===== src/rtl/spi_reg_controller.sv =====
// spi_reg_controller: oversampled SPI mode-0 peripheral driving five PWM config registers.
// Define SPI_READBACK_EN to serve read frames on cipo; otherwise reads are dropped.
module spi_reg_controller #(
    parameter int SYNC_STAGES = 2,
    parameter int MAX_ADDR    = 4
) (
    input  logic       clk,
    input  logic       rst_n,
    input  logic       sclk,
    input  logic       copi,
    input  logic       ncs,
    output logic       cipo,
    output logic [7:0] en_reg_out_7_0,
    output logic [7:0] en_reg_out_15_8,
    output logic [7:0] en_reg_pwm_7_0,
    output logic [7:0] en_reg_pwm_15_8,
    output logic [7:0] pwm_duty_cycle,
    output logic       frame_done
);

    typedef enum logic [1:0] {IDLE, SHIFT, COMMIT} state_t;

`ifdef SPI_READBACK_EN
    localparam bit RB = 1'b1;
`else
    localparam bit RB = 1'b0;
`endif

    logic [SYNC_STAGES-1:0] sclk_s_q, copi_s_q, ncs_s_q;
    logic                   sclk_d1_q, ncs_d1_q;
    logic                   sclk_sync, copi_sync, ncs_sync;
    logic                   sclk_rise, ncs_fall, ncs_rise;

    always_ff @(posedge clk or negedge rst_n) begin
        if (!rst_n) begin
            sclk_s_q  <= '0;
            copi_s_q  <= '0;
            ncs_s_q   <= '1;
            sclk_d1_q <= 1'b0;
            ncs_d1_q  <= 1'b1;
        end else begin
            sclk_s_q  <= {sclk_s_q[SYNC_STAGES-2:0], sclk};
            copi_s_q  <= {copi_s_q[SYNC_STAGES-2:0], copi};
            ncs_s_q   <= {ncs_s_q[SYNC_STAGES-2:0], ncs};
            sclk_d1_q <= sclk_sync;
            ncs_d1_q  <= ncs_sync;
        end
    end

    assign sclk_sync = sclk_s_q[SYNC_STAGES-1];
    assign copi_sync = copi_s_q[SYNC_STAGES-1];
    assign ncs_sync  = ncs_s_q[SYNC_STAGES-1];
    assign sclk_rise = sclk_sync & ~sclk_d1_q;
    assign ncs_fall  = ~ncs_sync & ncs_d1_q;
    assign ncs_rise  = ncs_sync & ~ncs_d1_q;

    state_t      state_q, state_d;
    logic [15:0] shift_q, shift_d;
    logic [4:0]  cnt_q, cnt_d;
    logic [7:0]  regs_q [5];
    logic        addr_ok, wr_en;

    assign addr_ok = int'(shift_q[14:8]) <= MAX_ADDR;

`ifdef SPI_READBACK_EN
    logic       sclk_fall;
    logic [7:0] out_q, out_d;
    logic       cipo_q, cipo_d, rd_q, rd_d;
    logic [6:0] rd_addr;
    logic [7:0] rd_data;

    assign sclk_fall = ~sclk_sync & sclk_d1_q;
    // Address as it will stand once the 8th bit lands in the shift reg.
    assign rd_addr   = {shift_q[5:0], copi_sync};

    always_comb begin
        rd_data = 8'h00;
        for (int i = 0; i < 5; i++) begin
            if (rd_addr == 7'(i) && i <= MAX_ADDR) rd_data = regs_q[i];
        end
    end

    always_ff @(posedge clk or negedge rst_n) begin
        if (!rst_n) begin
            out_q  <= 8'h00;
            cipo_q <= 1'b0;
            rd_q   <= 1'b0;
        end else begin
            out_q  <= out_d;
            cipo_q <= cipo_d;
            rd_q   <= rd_d;
        end
    end

    assign cipo = cipo_q;
`else
    assign cipo = 1'b0;
`endif

    always_ff @(posedge clk or negedge rst_n) begin
        if (!rst_n) begin
            state_q <= IDLE;
            shift_q <= 16'h0000;
            cnt_q   <= 5'd0;
        end else begin
            state_q <= state_d;
            shift_q <= shift_d;
            cnt_q   <= cnt_d;
        end
    end

    always_comb begin
        state_d    = state_q;
        shift_d    = shift_q;
        cnt_d      = cnt_q;
        wr_en      = 1'b0;
        frame_done = 1'b0;
`ifdef SPI_READBACK_EN
        out_d      = out_q;
        cipo_d     = cipo_q;
        rd_d       = rd_q;
`endif
        unique case (state_q)
            IDLE: begin
`ifdef SPI_READBACK_EN
                cipo_d = 1'b0;
                rd_d   = 1'b0;
`endif
                if (ncs_fall) begin
                    state_d = SHIFT;
                    shift_d = 16'h0000;
                    cnt_d   = 5'd0;
                end
            end
            SHIFT: begin
                // ncs_rise wins over a coincident sclk edge.
                if (ncs_rise) begin
                    state_d = COMMIT;
                end else if (sclk_rise && !ncs_sync) begin
                    shift_d = {shift_q[14:0], copi_sync};
                    cnt_d   = (cnt_q == 5'd17) ? 5'd17 : cnt_q + 5'd1;
`ifdef SPI_READBACK_EN
                    if (cnt_q == 5'd7 && !shift_q[6]) begin
                        out_d = rd_data;
                        rd_d  = 1'b1;
                    end
`endif
                end
`ifdef SPI_READBACK_EN
                else if (sclk_fall && rd_q) begin
                    cipo_d = out_q[7];
                    out_d  = {out_q[6:0], 1'b0};
                end
`endif
            end
            COMMIT: begin
                state_d = IDLE;
                if (cnt_q == 5'd16) begin
                    wr_en      = shift_q[15] & addr_ok;
                    frame_done = shift_q[15] ? addr_ok : RB;
                end
            end
            default: state_d = IDLE;
        endcase
    end

    always_ff @(posedge clk or negedge rst_n) begin
        if (!rst_n) begin
            for (int i = 0; i < 5; i++) regs_q[i] <= 8'h00;
        end else begin
            for (int i = 0; i < 5; i++) begin
                if (wr_en && shift_q[14:8] == 7'(i)) regs_q[i] <= shift_q[7:0];
            end
        end
    end

    assign en_reg_out_7_0  = regs_q[0];
    assign en_reg_out_15_8 = regs_q[1];
    assign en_reg_pwm_7_0  = regs_q[2];
    assign en_reg_pwm_15_8 = regs_q[3];
    assign pwm_duty_cycle  = regs_q[4];

endmodule

===== config.mk =====
export PLATFORM = sky130hd
export DESIGN_NAME = spi_reg_controller
export DESIGN_NICKNAME = d
export VERILOG_FILES = /design/src/rtl/spi_reg_controller.sv
export SDC_FILE = /design/constraint.sdc
export NUM_CORES = 1
export LEC_CHECK = 0
export ABC_AREA = 1
export BUFFER_PORTS_ARGS = -buffer_cell sky130_fd_sc_hd__buf_2
export CAP_MARGIN = 5
export CORE_MARGIN = 4
export CORE_UTILIZATION = 50
export DETAILED_ROUTE_END_ITERATION = 10
export PLACE_DENSITY = 0.72
export SKIP_CTS_REPAIR_TIMING = 1
export SYNTH_ARGS = -nofsm -noshare
export SYNTH_HDL_FRONTEND = slang
export SYNTH_SLANG_ARGS = --single-unit

===== constraint.sdc =====
create_clock -name clk -period 2.7 [get_ports clk]
set_input_delay 0.405 -clock clk [delete_from_list [all_inputs] [get_ports clk]]
set_output_delay 0.405 -clock clk [all_outputs]
set_load 0.01 [all_outputs]

# After elaboration in Yosys (flattened, before gate mapping)
# Cells that the tools add are included.
[totals]
reg_bits = 71
latchBits = 0
ramBits = 0
romBits = 0
in_bits = 5
wordCells = 63
memories = 0
[classes]
add_sub_neg = 1
mul = 0
n_div = 0
n_lt_le_gt_ge = 1
eq_ne = 12
n_shift = 0
muxes = 17
n_bitwise = 7
reduce_logical = 12
[ops]
columns = ["op", "n"]
rows = [
  ["$mux 16", 3],
  ["$pmux 16 s2", 1],
  ["$mux 5", 4],
  ["$eq 7x2->1 const B", 2],
  ["$eq 5x5->1 const B", 2],
  ["$pmux 5 s2", 1],
  ["$ne 2x2->1 const B", 4],
  ["$eq 7x1->1 const B", 1],
  ["$eq 7x3->1 const B", 1],
  ["$le 7x3->1 const B", 1],
  ["$logic_not 7->1", 1],
  ["$logic_and 1x1->1", 6],
  ["$add 5x1->5 const B", 1],
  ["$mux 1", 5],
  ["$and 1x1->1", 4],
  ["$mux 2", 2],
  ["$pmux 2 s2", 1],
  ["$reduce_and 4->1", 1],
  ["$not 1->1", 3],
  ["$eq 2x1->1 const B", 1],
  ["$eq 2x2->1 const B", 1],
  ["$logic_not 2->1", 1],
  ["$reduce_and 2->1", 1],
  ["$reduce_bool 2->1", 1],
  ["$logic_not 1->1", 1],
]

# Longest topological paths before layout
[logic_depth]
ltp_word = 6
depth_mapped = 9
mapped_depth_nobuf = 8

# Worst setup path before layout
# No wires, ideal clock.
[synth_timing]
path_type = "register to output"
from = "register cnt_q[0]"
to = "output frame_done"
arrival_ns = 1.195
t_required_ns = 2.295
setup_slack_ns = 1.100
path_stages_with_launch = 7
path_buffers = 1
cell_sequence = "dfrtp_1 -> inv_1 -> ha_1 -> nand4_1 -> nor2_4 -> buf_6 -> and2_1"
[synth_via]
elab_chain_len = 3
[synth_lines]
columns = ["item", "line", "source"]
rows = [
  ["from (decl)", "59", "logic [4:0] cnt_q, cnt_d;"],
  ["from (signal assigned)", "108", "cnt_q <= cnt_d;"],
  ["$eq 5x5->1", "158", "if (cnt_q == 5'd16) begin"],
  ["$mux 1", "158", ""],
  ["$mux 1", "123", "unique case (state_q)"],
  ["to (decl)", "18", "output logic frame_done"],
]
# No other way between the ends.

# Worst setup path after layout
[layout_timing]
from = "register shift_q[9]"
to = "output frame_done"
[layout_via]
elab_chain_len = 4
[layout_lines]
columns = ["item", "line", "source"]
rows = [
  ["from (decl)", "58", "logic [15:0] shift_q, shift_d;"],
  ["from (signal assigned)", "107", "shift_q <= shift_d;"],
  ["$le 7x3->1", "63", "assign addr_ok = int'(shift_q[14:8]) <= MAX_ADDR;"],
  ["$mux 1", "160", "frame_done = shift_q[15] ? addr_ok : RB;"],
  ["$mux 1", "158", ""],
  ["$mux 1", "123", ""],
]
# No other way between the ends.

==> metrics <==
critical path startpoint category register; Worst Setup SP shift_q[9]; Cell Rows 27; clock root cell clkbuf_8; Async SR Flop Fraction 100%; unrepaired setup endpoints after global routing false; final setup fails 0; pre-CTS WS approximately 0.86 ns; crit share post-route 78.5%; CTS tree built; Seq/Total Area, Yosys 59.8%; placed insts slightly above 400; maximum number of pins on one net before global-route repair between 40 and 50; maxcap violations 0; Clk pwr share a little under two fifths; dpl hpwl about 4000 um; PortBufs 45; mean routed wirelength per cell between 10 and 15 um; Worst Path Required about 2.3 ns; Core Region approximately 5600 um^2; setup ws final 0.580 ns; DRT iter0 DRCs approximately 180; I/O pins between 40 and 50; Setup TNS 0 ns; Synth Flop Type dfrtp_1; Cell Count, Final, Fillers Out about 430; Max Clk Rate 472 MHz; gr usage total between 10% and 20%; number of nets in the layout approximately 360; PD cells about 560 nW/um^2; fin. max-slew vios 0; Post-DRT Antenna Nets 0; crit path DAT 1.72 ns; Initial Utilization between 50% and 60%; Cell Area, Synth 2980 um^2; crit path time final about 2.1 ns; synth-to-layout area growth 13.4%; fillcell total 487; total die area ~7200 um^2; Die Span X about 85 um; Routed WL approximately 5700 um; reg2reg start cnt_q[1]; number of antenna violations at the first check in global routing 0; Synth Area per Inst 9.85 um^2; GR Overflow Total 0; post-route clock skew approximately 0.0072 ns; via count of the first global-routing pass 2154; largest cells by area after synthesis dfrtp_1, nand2_1, nand4_1, dfstp_2, buf_6; latest clock arrival within the worst-skew pair roughly 0.33 ns; P_sw 426 uW; post-synth net total 310; Power Internal roughly 1.5 mW; vias around 2200; total CTS buffers 9; leading area contributor after synthesis dfrtp_1; Bufs on Longest Clock Path 2; Yosys reg bits 71; LEAKAGE 1.77 nW; Commonest cells post-synth nand2_1, dfrtp_1, nand4_1, inv_1, o21ai_0; length of the first detailed-routing pass in iterations 4; first-pass GRT wire length roughly 10000 um; clk slew on worst S/H paths about 0.070 ns; H-tree depth 3; # diodes 0; Vias/cell a little over 5; crit path max fanout 28; count leader, synth nand2_1; Netlist cell types 28; Syn Inst Count 302; number of flops mapped to enable cells by yosys 0; flop-to-flop setup slack roughly 0.83 ns; total clock sinks 71; YS warnings 0; Synth top area share ~57%; worst slew pin tran between 0.7 and 0.8 ns; Final Hold Fails 0; Slew headroom 52.8%; total power ~1.9 mW; Hold Crit Class primary input to asynchronous set/reset pin; status finished clean; Setup Crit Path Kind register to output pin; Critical R2R Capture en_reg_pwm_7_0[6]; sequential share of power 58.1%; DRC violations left 0; gp weighted congestion approximately 0.75; layout cells sized above 1 25.7%; endpoint class of the critical path output pin; switch share a little under a quarter; combinational power share ~4.3%; Die Span Y 85.1 um; worst reg2reg path depth 8; VDD IR-drop max around 0.34 mV
[cells in the final DEF, fill, tap and decap left out, types with 4 or more instances in the layout]
master / instances
o21ai_2: 7
buf_2: 45
inv_1: 16
nand2_1: 106
nand2_2: 4
nand4_1: 27
dfrtp_1: 68
clkbuf_1: 5
clkbuf_8: 10
o21ai_0: 13
nor2_2: 7
nand3_1: 5
inv_2: 4
o21ai_1: 10
[sequential cells by signal (all words and copies together), names as in the netlist]
register         cells
ncs_d1_q             1
cnt_q                5
pwm_duty_cycle       8
sclk_d1_q            1
shift_q             16
ncs_s_q              2
copi_s_q             2
en_reg_pwm_7_0       8
en_reg_out_7_0       8
en_reg_out_15_8      8
en_reg_pwm_15_8      8
state_q              2
sclk_s_q             2
[how the worst max path moves through the flow]
stage	endpoint	slack, ns
3_5_place_dp	en_reg_pwm_7_0[3]	0.86
5_1_grt	frame_done	0.41
2_1_floorplan	frame_done	1.10
6_report	frame_done	0.58
4_1_cts	frame_done	0.56
3_3_place_gp	en_reg_pwm_7_0[4]	0.94
[cell type report]
class | instances | area (um^2) | share of cell area (%)
inverters | 20 | 75.1 | 2.22
clock buffers | 15 | 156 | 4.63
flip-flops and latches | 71 | 1780 | 52.8
well taps | 72 | 90.1 | 2.67
repair buffers | 47 | 253 | 7.49
clock inverters | 1 | 5.00 | 0.148
multi-input cells | 200 | 1010 | 30.1
[power groups by stage]
stage / combinational [mW] / sequential (mW) / clock (mW)
after floorplan: 0.0540 / 1.11 / 0
after global placement: 0.0805 / 1.12 / 0
after detailed placement: 0.0831 / 1.12 / 0
after CTS: 0.0844 / 1.10 / 0.732
after global routing: 0.0959 / 1.10 / 0.796
final: 0.0812 / 1.10 / 0.710
[metrics by stage]
stage	instance area, um^2	util, %	hold slack (ns)
after floorplan	2980	-	0.109
after global placement	3210	57.0	0.333
after detailed placement	3210	57.0	0.336
after CTS	3370	59.8	0.0838
after global routing	3370	59.8	0.115
final	3370	59.8	0.0751
[worst max-delay path: stages (launching register included)]
cell	delay (ns)
dfrtp_1	0.45
inv_2	0.09
nand2_1	0.08
nor2_1	0.13
nand2_2	0.10
nand2_4	0.23
and2_1	0.18
buf_2	0.13
[cell families (layout without fill, tap and decap cells)]
group / after synthesis / in the layout / synth area share, %
other: 1 / 1 / 0.126
XOR/XNOR: 2 / 2 / 0.589
AO/OA/AOI/OAI: 33 / 33 / 6.60
flip-flops: 71 / 71 / 59.8
buffers and inverters: 31 / 83 / 6.06
adder cells (fa/ha/maj): 3 / 3 / 1.26
AND/OR/NAND/NOR: 161 / 161 / 25.5
[per-layer routing]
| metal | vias up | part of all wire [%] | track usage [%] |
|---|---|---|---|
| met1 | 1043 | 50 | 26.7 |
| met3 | 11 | 4.9 | 3.50 |
| met5 | - | 0 | 0 |
| met4 | 0 | 2.1 | 9.35 |
| li1 | 1076 | - | - |
| met2 | 53 | 43 | 24.8 |
Power figures use the tool's default switching activity.
